## config.mk

```make
export PLATFORM = sky130hd
export DESIGN_NAME = axis_fifo_flat
export DESIGN_NICKNAME = d
export VERILOG_FILES = /design/src/rtl/axis_converter_lite_pkg_prm.sv /design/src/rtl/axis_if.sv /design/src/rtl/axis_fifo_mem.sv /design/src/rtl/axis_fifo.sv /design/src/flat_wrapper.sv
export SDC_FILE = /design/constraint.sdc
export NUM_CORES = 1
export LEC_CHECK = 0
export ABC_CLOCK_PERIOD_IN_PS = 3900
export BUFFER_PORTS_ARGS = -buffer_cell sky130_fd_sc_hd__buf_2
export CAP_MARGIN = 0
export CORE_MARGIN = 5
export CORE_UTILIZATION = 45
export DETAILED_ROUTE_END_ITERATION = 10
export PLACE_DENSITY = 0.63
export SYNTH_ARGS = -nofsm -noshare
export SYNTH_HDL_FRONTEND = slang
export SYNTH_HIERARCHICAL = 1
export SYNTH_SLANG_ARGS = --single-unit
```

## constraint.sdc

```tcl
create_clock -name aclk -period 3.9 [get_ports aclk]
set_clock_uncertainty 0.1 [all_clocks]
set_input_delay 0.39 -clock aclk [delete_from_list [all_inputs] [get_ports aclk]]
set_output_delay 0.39 -clock aclk [all_outputs]
set_load 0.1 [all_outputs]
```

## src/rtl/axis_converter_lite_pkg_prm.sv

```systemverilog
// axis_converter_lite_pkg_prm: shared widths and sizes for the AXI-Lite to AXI-Stream path
package axis_converter_lite_pkg_prm;
  localparam int AXI_DATA_WIDTH = 32;
  localparam int AXIS_FIFO_DEPTH = 16;
  function automatic bit is_pow2(int v);
    return v > 0 && (v & (v - 1)) == 0;
  endfunction
endpackage

```

## src/rtl/axis_if.sv

```systemverilog
// axis_if: AXI-Stream tdata/tvalid/tready bundle with sink and source views
interface axis_if import axis_converter_lite_pkg_prm::*; ();
  logic [AXI_DATA_WIDTH-1:0] tdata;
  logic tvalid;
  logic tready;
  modport s_axis(input tdata, input tvalid, output tready);
  modport m_axis(output tdata, output tvalid, input tready);
endinterface

```

## src/rtl/axis_fifo_mem.sv

```systemverilog
// axis_fifo_mem: register array with one write port and an asynchronous read port
module axis_fifo_mem import axis_converter_lite_pkg_prm::*; #(
  parameter int DEPTH = AXIS_FIFO_DEPTH
) (
  input  logic                       aclk,
  input  logic                       wr_en,
  input  logic [$clog2(DEPTH)-1:0]   wr_addr,
  input  logic [AXI_DATA_WIDTH-1:0]  wr_data,
  input  logic [$clog2(DEPTH)-1:0]   rd_addr,
  output logic [AXI_DATA_WIDTH-1:0]  rd_data
);
  logic [AXI_DATA_WIDTH-1:0] mem [DEPTH];
  // storage is deliberately left unreset; only the pointers define validity
  always_ff @(posedge aclk) begin
    if (wr_en) mem[wr_addr] <= wr_data;
  end
  assign rd_data = mem[rd_addr];
endmodule

```

## src/rtl/axis_fifo.sv

```systemverilog
// axis_fifo: first-word-fall-through AXI-Stream FIFO; AXIS_FIFO_STATUS_EN adds fill_level/almost_full
module axis_fifo import axis_converter_lite_pkg_prm::*; #(
  parameter int DEPTH = AXIS_FIFO_DEPTH,
  parameter int ALMOST_FULL_THRESH = DEPTH - 2
) (
  input  logic aclk,
  input  logic areset,
  axis_if.s_axis s_axis,
  axis_if.m_axis m_axis
`ifdef AXIS_FIFO_STATUS_EN
  ,
  output logic [$clog2(DEPTH):0] fill_level,
  output logic almost_full
`endif
);
  localparam int PTR_W = $clog2(DEPTH);
  localparam logic [PTR_W:0] FULL = (PTR_W + 1)'(DEPTH);
  if (!is_pow2(DEPTH) || DEPTH < 2 || ALMOST_FULL_THRESH > DEPTH) begin : g_bad_cfg
    $error("axis_fifo: DEPTH must be a power of two >= 2 and ALMOST_FULL_THRESH <= DEPTH");
  end
  logic [PTR_W-1:0] wr_ptr, rd_ptr;
  logic [PTR_W:0] count, count_next;
  logic push, pop;
  assign push = s_axis.tvalid & s_axis.tready;
  assign pop = m_axis.tvalid & m_axis.tready;
  assign count_next = count + (PTR_W + 1)'(push) - (PTR_W + 1)'(pop);
  // handshake flags come from count_next so they are registered yet exact the cycle after any transfer
  always_ff @(posedge aclk) begin
    if (areset) begin
      wr_ptr <= '0;
      rd_ptr <= '0;
      count <= '0;
      s_axis.tready <= 1'b0;
      m_axis.tvalid <= 1'b0;
    end else begin
      wr_ptr <= wr_ptr + PTR_W'(push);
      rd_ptr <= rd_ptr + PTR_W'(pop);
      count <= count_next;
      s_axis.tready <= count_next != FULL;
      m_axis.tvalid <= count_next != '0;
    end
  end
  axis_fifo_mem #(.DEPTH(DEPTH)) u_mem (
    .aclk(aclk),
    .wr_en(push & ~areset),
    .wr_addr(wr_ptr),
    .wr_data(s_axis.tdata),
    .rd_addr(rd_ptr),
    .rd_data(m_axis.tdata)
  );
`ifdef AXIS_FIFO_STATUS_EN
  localparam logic [PTR_W:0] AF = (PTR_W + 1)'(ALMOST_FULL_THRESH);
  assign fill_level = count;
  // almost_full tracks the post-edge fill so it lines up with fill_level
  always_ff @(posedge aclk) begin
    almost_full <= areset ? 1'b0 : count_next >= AF;
  end
`endif
endmodule

```

## src/flat_wrapper.sv

```systemverilog
// flat-port wrapper written by rule: the top's interface ports become plain ports
module axis_fifo_flat import axis_converter_lite_pkg_prm::*;
#(
  parameter int DEPTH = AXIS_FIFO_DEPTH,
  parameter int ALMOST_FULL_THRESH = DEPTH - 2
)
  (aclk, areset, s_axis_tdata, s_axis_tvalid, s_axis_tready, m_axis_tdata, m_axis_tvalid, m_axis_tready);
  axis_if s_axis_i ();
  axis_if m_axis_i ();
  input  logic aclk;
  input  logic areset;
  input wire logic [$bits(s_axis_i.tdata)-1:0] s_axis_tdata;
  input wire logic [$bits(s_axis_i.tvalid)-1:0] s_axis_tvalid;
  output wire logic [$bits(s_axis_i.tready)-1:0] s_axis_tready;
  output wire logic [$bits(m_axis_i.tdata)-1:0] m_axis_tdata;
  output wire logic [$bits(m_axis_i.tvalid)-1:0] m_axis_tvalid;
  input wire logic [$bits(m_axis_i.tready)-1:0] m_axis_tready;
  assign s_axis_i.tdata = s_axis_tdata;
  assign s_axis_i.tvalid = s_axis_tvalid;
  assign s_axis_tready = s_axis_i.tready;
  assign m_axis_tdata = m_axis_i.tdata;
  assign m_axis_tvalid = m_axis_i.tvalid;
  assign m_axis_i.tready = m_axis_tready;
  axis_fifo #(.DEPTH(DEPTH), .ALMOST_FULL_THRESH(ALMOST_FULL_THRESH)) u_core (.aclk(aclk), .areset(areset), .s_axis(s_axis_i), .m_axis(m_axis_i));
endmodule
```

# Word-level counts from Yosys, hierarchy flattened
# Memories as Yosys holds them, arrays and structs flattened. A register that Yosys moved wholly into a read port is not among the register bits.
# Cells that the tools add are included.
# W data, S select, Z words.
dict set report classes {
  eq_ne 1
  n_addsub 4
  n_mux 3
  n_reduce_logical 1
  n_bitwise 4
}
# op n
set ops {}
lappend ops {{$add A4 B1 Y4} 2}
lappend ops {{$add A5 B1 Y5} 1}
lappend ops {{$ne A5 B5 Y1 const B} 1}
lappend ops {{$reduce_bool A5 Y1} 1}
lappend ops {{$sub A5 B1 Y5} 1}
lappend ops {{$mux W4} 1}
lappend ops {{$and A1 B1 Y1} 3}
lappend ops {{$mux W1} 2}
lappend ops {{$not A1 Y1} 1}
dict set report totals {
  mem_count 1
  word_cells 19
  ram_bits 512
  regBits 15
}
# memory words width rd rd_clocked_by_memory_dff wr line_no
set memory_table {}
lappend memory_table {u_core.u_mem.mem 16 32 1 1 1 axis_fifo_mem.sv:12} ;# logic [AXI_DATA_WIDTH-1:0] mem [DEPTH];

# Logic depth before layout (Yosys ltp)
# Gate-level depths: netlist (run 1).
dict set report logic_depth {
  word_depth 4
  depth_mapped 10
  ltp_nobuf 10
}

# Cells and area by module
# The synthesis (run 1) kept the hierarchy.
# mod cells_per_inst seq_area_each_um2 n_inst area_per_inst_um2
set by_module_without_submodules {}
lappend by_module_without_submodules {axis_fifo_mem 806 15374.7 1 19213.4}
lappend by_module_without_submodules {axis_fifo 69 300.3 1 684.4}

# Worst setup path after synthesis (run 1)
# OpenSTA, ideal clock, no wires.
dict set report synth_path {
  path_type {register to register}
  start {reg u_core.s_axis.tready}
  end {mem u_core.u_mem.mem[0][0], enable pin}
  slack_ns -0.707
  stages_incl_launch_ff 5
  required_time_ns 3.339
  setup_time_ns 0.461
  t_arrival_ns 4.046
  path_cell_list {dfxtp_1 -> nand2_1 -> nor2_1 -> or3b_2 -> nor3_1}
}
dict set report synth_via {
  elab_chain_cells 4
}
# item line_no
set synth_rtl {}
lappend synth_rtl {{start: declaration} axis_if.sv:6} ;# modport s_axis(input tdata, input tvalid, output tready);
lappend synth_rtl {{start signal: assignment} axis_fifo.sv:33} ;# s_axis.tready <= 1'b0;
lappend synth_rtl {{start signal: assignment} axis_fifo.sv:39} ;# s_axis.tready <= count_next != FULL;
lappend synth_rtl {{$and A1 B1 Y1} axis_fifo.sv:24} ;# assign push = s_axis.tvalid & s_axis.tready;
lappend synth_rtl {{$and A1 B1 Y1} axis_fifo.sv:45} ;# .wr_en(push & ~areset),
lappend synth_rtl {{$mux W1} axis_fifo_mem.sv:15} ;# if (wr_en) mem[wr_addr] <= wr_data;
lappend synth_rtl {{$mux W1 (implied by the code)} axis_fifo_mem.sv:15}
lappend synth_rtl {{end: declaration} axis_fifo_mem.sv:12}
# No other way between the ends.

==> results of run 1 <==
==> kinds of logic (layout without fill, tap and decap cells) <==
kind of cell	Yosys count	in the layout	synth area share
AND/OR/NAND/NOR	83	83	0.0182
adder cells (fa/ha/maj)	8	8	0.00541
AO/OA/AOI/OAI	70	70	0.0267
flip-flops	527	527	0.788
other	0	1	0
buffers and inverters	49	208	0.0123
XOR/XNOR	10	10	0.00478
multiplexers	128	128	0.145
==> layout by cell type (no fill, tap or decap), types with 16 or more instances in the layout <==
master and n:
a22oi_1 64, buf_2 69, buf_4 22, clkbuf_16 54, clkinv_1 16, edfxtp_1 512
mux4_2 128, nand2_1 38
==> report_power, final <==
group	leakage, uW	total, uW	switching, uW	internal, uW
registers	0.00473	6410	100	6310
clock network	0.000863	5080	2080	3000
logic	0.00162	2260	1450	810
==> final cells by class <==
| type | count | area (sq um) |
|---|---|---|
| antenna | 1 | 2.50 |
| clock buffer | 62 | 1380 |
| clock inverter | 37 | 374 |
| fill | 3390 | 20900 |
| inverter | 5 | 18.8 |
| multi-input combinational | 299 | 4140 |
| sequential | 527 | 15700 |
| tap | 592 | 741 |
| timing repair buffer | 104 | 771 |
==> worst max-delay path by stage <==
stage,depth (start not counted),endpoint,start,slack (ps)
final,5,m_axis_tdata[1],u_core/rd_ptr[0],520
after global placement,5,m_axis_tdata[1],u_core/rd_ptr[0],1120
after detailed placement,5,m_axis_tdata[1],u_core/rd_ptr[0],1100
after global routing,5,m_axis_tdata[19],u_core/rd_ptr[0],350
after floorplan,4,u_core/u_mem/mem[1][0],u_core/s_axis.tready,170
after CTS,5,m_axis_tdata[1],u_core/rd_ptr[0],450
==> state kept, by name, indices dropped and copies added, names as in the netlist <==
name / flops
u_core/s_axis.tready: 1
u_core/m_axis.tvalid: 1
u_core/count: 5
u_core/u_mem/mem: 512
u_core/rd_ptr: 4
u_core/wr_ptr: 4
==> routing by layer <==
layer  vias to the layer above  routed length [microns]
met2                       284                    20600
li1                       3938                        -
met1                      4963                    17900
met5                         -                        7
met3                        64                     2410
met4                         2                      843
==> stage by stage <==
stage	utilization	total power [uW]	instances
detailed placement	0.485	8820	1527
global route	0.525	14300	1626
global placement	0.485	8800	1527
finish	0.525	13800	1627
floorplan	-	8360	875
CTS	0.525	13900	1626
==> impl_metrics.py, run 1 <==
metrics = {
    "run_status": {
        "status": "finished, final reports clean",
    },
    "synthesis": {
        "ys_async_sr_fraction": 0,
        "synth_cells": 875,
        "synth_top_cell_area_share": 0.773,
        "synth_cell_type_count": 29,
        "syn_nets": 919,
        "synth_edf_count": 512,
        "syn_avg_cell_area_sq_um": 22.7,
        "synth_commonest_cells": "512 x edfxtp_1, 128 x mux4_2, 64 x a22oi_1",
        "yosys-top-cells-area": "edfxtp_1 77%, mux4_2 14%, a22oi_1 2.4%",
        "synth_area_sq_um": 19900,
        "yosys_most_used_dff": "edfxtp_1",
        "netlist.top_cell.by_area": "edfxtp_1",
        "yosys_warnings": 6,
        "ys_ff_latch": 527,
        "yosysSeqAreaShare": 0.788,
        "synth_most_common_cell": "edfxtp_1",
    },
    "sta": {
        "fin_crit_ps": 3380,
        "fmaxAchievable_mhz": 296,
        "maxSlewViolCount": 0,
        "tightest_slew_ps": 704,
        "timing.hold.ws_ps": 43.5,
        "fin_crit_sh": 0.866,
        "slew_headroom": 0.530,
        "hold_viol_final": 0,
        "rsz0062_at_grt": "false",
        "finalSetupTns_ps": 0,
        "setup_viol": 0,
        "setup_ws_ps": 524,
    },
    "global_route": {
        "busiest_layer": "met2",
        "grt_util_met2": 0.282,
        "grt_use_total": 0.176,
        "grt_max_degree": 53,
        "overflow": 0,
        "grt_pass1_wl_microns": 62600,
        "use_met3": 0.0335,
        "grt_pass1_vias": 9687,
        "gr-usage-met1": 0.253,
        "antenna_found_initial": 2,
    },
    "worst_setup_path": {
        "start_kind": "flip-flop",
        "rrSetupSlack_ps": 1300,
        "cp_top_family": "buffers and inverters",
        "max_stage_delay_ps": 620,
        "path_max_fanout": 20,
        "reg2reg_from": "u_core/s_axis.tready",
        "crit_buf_inv": 2,
        "rr_endpoint": "u_core/u_mem/mem[2][21]",
        "crit_path_end_kind": "output port",
        "reg2reg_depth": 5,
        "cp.arrival_ps": 2890,
        "crit_type": "flip-flop to output port",
        "slowest_stage": "dfxtp_4",
        "crit_required_ps": 3410,
        "cp_cell_sequence": "buf_4 > mux4_2 > a22oi_1 > nand2_1 > buf_2",
    },
    "clocking": {
        "cts_buffer_depth": 3,
        "clk_pin_slew_ps": 60,
        "cts_tree": "built",
        "cts_buffers": 53,
        "clk_latency_ps": 600,
        "cts_sinks": 527,
        "cts-root-buf": "clkbuf_16",
        "postCtsResizedCells": 0,
        "cts_hold_buf": 0,
        "htreeDepth": 2,
        "postCtsSetupBuffers": 0,
    },
    "drt": {
        "via_per_inst": 5.69,
        "first_pass_iters": 5,
        "remaining_drc_errors": 0,
        "wirelength_microns": 41800,
        "ant_nets": 0,
        "wl_per_cell_microns": 25.7,
        "dr.first_iter.drc_count": 816,
        "vias": 9251,
    },
    "place": {
        "port_buffers": 69,
        "post_dp_cell_area_sq_um": 21300,
        "gp_congestion": 0.692,
        "dp_hpwl_microns": 22200,
        "dp_slack_ps": 1100,
    },
    "floorplan": {
        "die_x_microns": 220,
        "fp.dieH_microns": 220,
        "dieArea_sq_um": 48500,
        "coreArea_sq_um": 44000,
        "rows": 77,
        "start_util": 0.452,
        "ios": 70,
    },
    "worst_hold_path": {
        "hp-start": "areset",
        "hold_end": "u_core/wr_ptr[3]",
        "hp-class": "input pin to flip-flop",
        "hold_path_depth": 2,
    },
    "finish": {
        "drive_gt1_frac": 0.322,
        "final_net_count": 1034,
        "design_area_sq_um": 23100,
        "area_delta_synth_final_pct": 16.1,
    },
    "pwr": {
        "power_density_nw_per_um2": 595,
        "irDropWorstVdd_v": 0.000551,
        "leakagePower_uw": 0.00721,
    },
    "job": {
        "max-cap-violations": 0,
    },
}
Power figures use the tool's default switching activity.
==> inputs of run 2 (changes only) <==
BUFFER_PORTS_ARGS = unset   (was -buffer_cell sky130_fd_sc_hd__buf_2)
DONT_BUFFER_PORTS = 1   (was unset)
PLACE_DENSITY = 0.62   (was 0.63)
SYNTH_HIERARCHICAL = unset   (was 1)
==> run 2 against run 1 <==
Final area increased by 0.69%. Highest routed layer unchanged. Hold slack improved by 71 ps. Synthesized cell count increased by 0.34%. Register-to-register slack got worse by 100 ps. Critical endpoint is now m_axis_tdata[16]. Sequential cell count unchanged.
==> impl_metrics.py, run 2 <==
metrics = {
    "run_status": {
        "status": "finished, final reports clean",
    },
    "finish": {
        "fillers": 3385,
        "final_net_count": 1037,
        "top_regs": "u_core.u_mem.mem: 512 flops, u_core.count: 5 flops",
        "largest_register": "u_core.u_mem.mem",
        "layout_commonest_cell": "edfxtp_1",
        "largest_reg_flops": 512,
        "drive_gt1_frac": 0.282,
        "area_delta_synth_final_pct": 16.9,
        "layout_common_cells": "512 x edfxtp_1, 128 x mux4_2, 64 x a22oi_1, 59 x buf_4, 53 x clkbuf_16",
    },
    "synthesis": {
        "netlist.top_cell.by_area": "edfxtp_1",
        "ys_ff_latch": 527,
        "synth_most_common_cell": "edfxtp_1",
        "yosys.area_share.xor_xnor": 0.00440,
        "yosys-top-cells-area": "edfxtp_1 77%, mux4_2 14%, a22oi_1 2.4%",
        "yosys_warnings": 0,
        "syn_nets": 922,
        "synth_adder_area_share": 0.00541,
        "yosys_most_used_dff": "edfxtp_1",
        "synth_cells": 878,
        "yosysSeqAreaShare": 0.788,
        "synth_top_cell_area_share": 0.773,
        "synth_compound_area_frac": 0.0263,
        "ys_async_sr_fraction": 0,
        "synth_edf_count": 512,
        "synth-simple-area-share": 0.0182,
        "synth_top_family_by_area": "multiplexers",
        "syn_avg_cell_area_sq_um": 22.7,
        "synth_area_sq_um": 19900,
        "synth_cell_type_count": 29,
        "synth_commonest_cells": "512 x edfxtp_1, 128 x mux4_2, 64 x a22oi_1",
        "synth.mux.area_fraction": 0.145,
    },
    "global_route": {
        "grt_max_degree": 48,
        "grt_pass1_vias": 9464,
        "overflow": 0,
        "grt_use_total": 0.177,
        "antenna_found_initial": 1,
        "grt_pass1_wl_microns": 63000,
    },
    "worst_setup_path": {
        "crit_path_end_kind": "output port",
        "reg2reg_depth": 5,
        "crit_required_ps": 3410,
        "start_kind": "flip-flop",
        "crit_type": "flip-flop to output port",
        "cp.arrival_ps": 2850,
        "path_max_fanout": 24,
    },
    "floorplan": {
        "rows": 77,
        "fp.dieH_microns": 220,
        "dieArea_sq_um": 48500,
        "die_x_microns": 220,
        "start_util": 0.452,
        "coreArea_sq_um": 44000,
        "ios": 70,
    },
    "place": {
        "port_buffers": 0,
        "gp_congestion": 0.694,
        "dp_hpwl_microns": 22900,
    },
    "sta": {
        "rsz0062_at_grt": "false",
        "timing.hold.ws_ps": 115,
        "maxSlewViolCount": 0,
        "fmaxAchievable_mhz": 300,
        "fin_crit_ps": 3340,
        "fin_crit_sh": 0.856,
        "setup_viol": 0,
        "finalSetupTns_ps": 0,
        "hold_viol_final": 0,
        "slew_headroom": 0.428,
        "tightest_slew_ps": 856,
    },
    "clocking": {
        "cts_buffers": 53,
        "htreeDepth": 2,
        "clk_latency_ps": 590,
        "cts-root-buf": "clkbuf_16",
        "cts_tree": "built",
        "cts_buffer_depth": 3,
        "clk_pin_slew_ps": 60,
        "cts_sinks": 527,
        "postCtsSetupBuffers": 0,
    },
    "drt": {
        "via_per_inst": 5.66,
        "remaining_drc_errors": 0,
        "ant_nets": 0,
        "wirelength_microns": 41900,
        "dr.first_iter.drc_count": 903,
        "first_pass_iters": 5,
        "wl_per_cell_microns": 25.8,
        "vias": 9201,
    },
    "pwr": {
        "p_seq_frac": 0.475,
        "netSwitchingFraction": 0.264,
        "pwr-share-clk": 0.356,
        "irDropWorstVdd_v": 0.000454,
        "p_int_uw": 9910,
        "switching_power_uw": 3550,
        "power_density_nw_per_um2": 579,
        "comb_power_share": 0.169,
        "leakagePower_uw": 0.00726,
    },
    "job": {
        "max-cap-violations": 0,
    },
    "worst_hold_path": {
        "hp-class": "input pin to flip-flop",
        "hold_path_depth": 4,
    },
}
==> run 2: metal layers <==
layer,global-route usage,routed length [microns],vias to the layer above
met5,0,14,-
met3,0.0278,2250,54
met2,0.283,20600,263
met4,0.0487,802,2
met1,0.258,18300,4938
li1,-,-,3944
==> run 2: layout make-up <==
type                    count  area, sq um  share of cell area
flip-flops and latches    527        15700               0.674
multi-input cells         299         4120               0.177
clock buffers              66         1380              0.0591
repair buffers            107         1060              0.0457
well taps                 592          741              0.0318
clock inverters            30          262              0.0112
inverters                   5         18.8            0.000807
diodes                      1         2.50            0.000108
==> run 2: power by group through the flow <==
stage	registers (uW)	clock network, uW	logic, uW
floorplan	6520	0	1790
global route	6410	5140	2430
finish	6400	4790	2280
detailed placement	6520	0	2210
CTS	6400	4900	2310
global placement	6520	0	2210
==> run 2: path summary, 6_finish.rpt <==
kind | from | end | slack [ps]
worst min register to register | u_core.wr_ptr[1] | u_core.wr_ptr[3] | 530
worst max register to register | u_core.s_axis.tready | u_core.u_mem.mem[12][14] | 1200
worst min-delay path | m_axis_tready | u_core.rd_ptr[3] | 110
worst max-delay path | u_core.rd_ptr[0] | m_axis_tdata[16] | 560
==> run 2: repair_timing <==
action                    in CTS  in global routing
hold buffers                  34                  0
resized for setup              0                  0
hold endpoints to repair     527                  0
==> run 2: through the flow <==
step | area (sq um) | instances | power (uW) | setup slack, ps | utilization
global route | 23300 | 1626 | 14000 | 345 | 0.528
detailed placement | 21300 | 1496 | 8730 | 1100 | 0.483
finish | 23300 | 1627 | 13500 | 562 | 0.528
floorplan | 19900 | 878 | 8310 | 368 | -
global placement | 21300 | 1496 | 8720 | 1100 | 0.483
CTS | 23300 | 1626 | 13600 | 449 | 0.528
==> run 2: kinds of logic (layout without fill, tap and decap cells) <==
kind of cell,Yosys count,after routing
AOI/OAI and AO/OA,70,70
and+or+nand+nor,83,83
muxes,128,128
other,0,1
adders and majority gates,8,8
buffers and inverters,52,208
xor gates and xnor gates,10,10
DFF,527,527
==> run 2: worst max-delay path, stage by stage (launching register included) <==
cell and delay (ps):
dfxtp_4 650, buf_4 380, mux4_2 530, a22oi_1 250
nand2_1 150, buf_4 260
==> inputs of run 3 (changes only) <==
CORE_UTILIZATION = 54   (was 45)
PLACE_DENSITY = 0.72   (was 0.62)
==> run 3 against run 2 <==
Total power about the same. Sequential power is essentially flat. Fmax down 3.4%. Setup slack got worse by 120 ps. Die area down 16%. Register-to-register slack got worse by 40 ps. Global-route usage rose by 2.9 points. Critical endpoint is now m_axis_tdata[6]. Largest cell class unchanged. Highest routed layer unchanged.
==> impl_metrics.py, run 3 (same netlist as run 2, synthesis figures left out) <==
metrics = {
    "drt": {
        "wl_per_cell_microns": 27.8,
        "remaining_drc_errors": 0,
        "ant_nets": 0,
        "vias": 9275,
        "via_per_inst": 6.21,
        "first_pass_iters": 5,
        "dr.first_iter.drc_count": 809,
        "wirelength_microns": 41500,
    },
    "sta": {
        "hold_viol_final": 0,
        "fin_crit_sh": 0.886,
        "fin_crit_ps": 3460,
        "finalSetupTns_ps": 0,
        "slew_headroom": 0.384,
        "maxSlewViolCount": 0,
        "tightest_slew_ps": 921,
        "setup_viol": 0,
        "setup_ws_ps": 445,
        "rsz0062_at_grt": "false",
        "timing.hold.ws_ps": 129,
        "fmaxAchievable_mhz": 289,
    },
    "floorplan": {
        "ios": 70,
        "start_util": 0.545,
        "fp.dieH_microns": 202,
        "coreArea_sq_um": 36500,
        "die_x_microns": 202,
        "dieArea_sq_um": 40800,
        "rows": 70,
    },
    "clocking": {
        "htreeDepth": 2,
        "cts_hold_buf": 34,
        "cts_buffer_depth": 3,
        "postCtsSetupBuffers": 0,
        "clk_latency_ps": 570,
        "cts_tree": "built",
        "cts-root-buf": "clkbuf_16",
        "postCtsResizedCells": 0,
        "cts_sinks": 527,
        "cts_buffers": 51,
        "clk_pin_slew_ps": 60,
    },
    "finish": {
        "antenna_cells": 0,
        "largest_reg_flops": 512,
        "final_net_count": 1026,
        "stdcell_count": 1493,
        "drive_gt1_frac": 0.283,
        "layout_common_cells": "512 x edfxtp_1, 128 x mux4_2, 64 x a22oi_1, 53 x clkbuf_16, 53 x buf_4",
        "design_area_sq_um": 23000,
        "layout_commonest_cell": "edfxtp_1",
        "top_regs": "u_core.u_mem.mem: 512 flops, u_core.count: 5 flops",
        "area_delta_synth_final_pct": 15.7,
        "largest_register": "u_core.u_mem.mem",
        "fillers": 2405,
    },
    "pwr": {
        "irDropWorstVdd_v": 0.000450,
        "leakagePower_uw": 0.00722,
        "power_density_nw_per_um2": 585,
    },
    "place": {
        "post_dp_cell_area_sq_um": 21000,
        "dp_hpwl_microns": 22600,
        "placedCellCount": 1363,
        "gp_congestion": 0.725,
        "dp_slack_ps": 1010,
        "port_buffers": 0,
    },
    "worst_hold_path": {
        "hold_path_depth": 3,
        "hp-class": "input pin to flip-flop",
        "hold_end": "u_core.rd_ptr[1]",
        "hp-start": "m_axis_tready",
    },
    "global_route": {
        "grt_use_total": 0.206,
        "grt_pass1_wl_microns": 62600,
        "antenna_found_initial": 3,
        "grt_max_degree": 67,
        "overflow": 0,
        "grt_pass1_vias": 9684,
    },
    "worst_setup_path": {
        "rrSetupSlack_ps": 1160,
        "rr_endpoint": "u_core.u_mem.mem[13][28]",
        "cp_cell_sequence": "buf_12 > mux4_2 > a22oi_1 > nand2_1",
        "cp_top_family": "flip-flops",
        "path_max_fanout": 36,
        "reg2reg_depth": 6,
        "crit_type": "flip-flop to output port",
        "reg2reg_from": "u_core.s_axis.tready",
        "cp.arrival_ps": 2970,
        "start_kind": "flip-flop",
        "startpoint": "u_core.rd_ptr[0]",
        "slowest_stage": "dfxtp_4",
        "crit_required_ps": 3410,
        "crit_buf_inv": 1,
        "max_stage_delay_ps": 630,
        "crit_path_end_kind": "output port",
    },
    "job": {
        "max-cap-violations": 0,
    },
    "run_status": {
        "status": "finished, final reports clean",
    },
}
[run 3: metrics by stage]
stage	util	total power, uW
CTS	0.630	13600
detailed placement	0.576	8690
global placement	0.576	8670
finish	0.630	13500
global route	0.630	14000
floorplan	-	8310
[run 3: tightest hold or removal path: stages]
cell and delay (ps):
and3_1 150, ha_1 120, nor2b_1 110
[run 3: worst max path at each step]
stage                                    to  cells past startpoint
detailed placement         m_axis_tdata[11]                      4
global placement            m_axis_tdata[9]                      4
floorplan           u_core.u_mem.mem[12][0]                      3
global route                m_axis_tdata[6]                      4
CTS                         m_axis_tdata[6]                      4
finish                      m_axis_tdata[6]                      4
[run 3: final cells by class]
cell class	count	area, sq um	share of cell area
multi-input cells	299	4120	0.179
clock buffers	64	1380	0.0598
repair buffers	98	958	0.0416
clock inverters	32	282	0.0122
flip-flops and latches	527	15700	0.681
inverters	5	18.8	0.000815
well taps	468	586	0.0254
[run 3: power by group]
part | internal (uW) | switching [uW] | total [uW]
Clock | 2780 | 2050 | 4830
Combinational | 813 | 1440 | 2250
Sequential | 6310 | 81.7 | 6390
Total | 9900 | 3570 | 13500
[run 3: per-layer routing]
metal	GRT usage	up-vias	routed length (microns)
li1	-	3928	-
met1	0.284	4918	16500
met2	0.348	362	21500
met3	0.0430	61	2860
met4	0.0415	6	658
met5	0	-	41
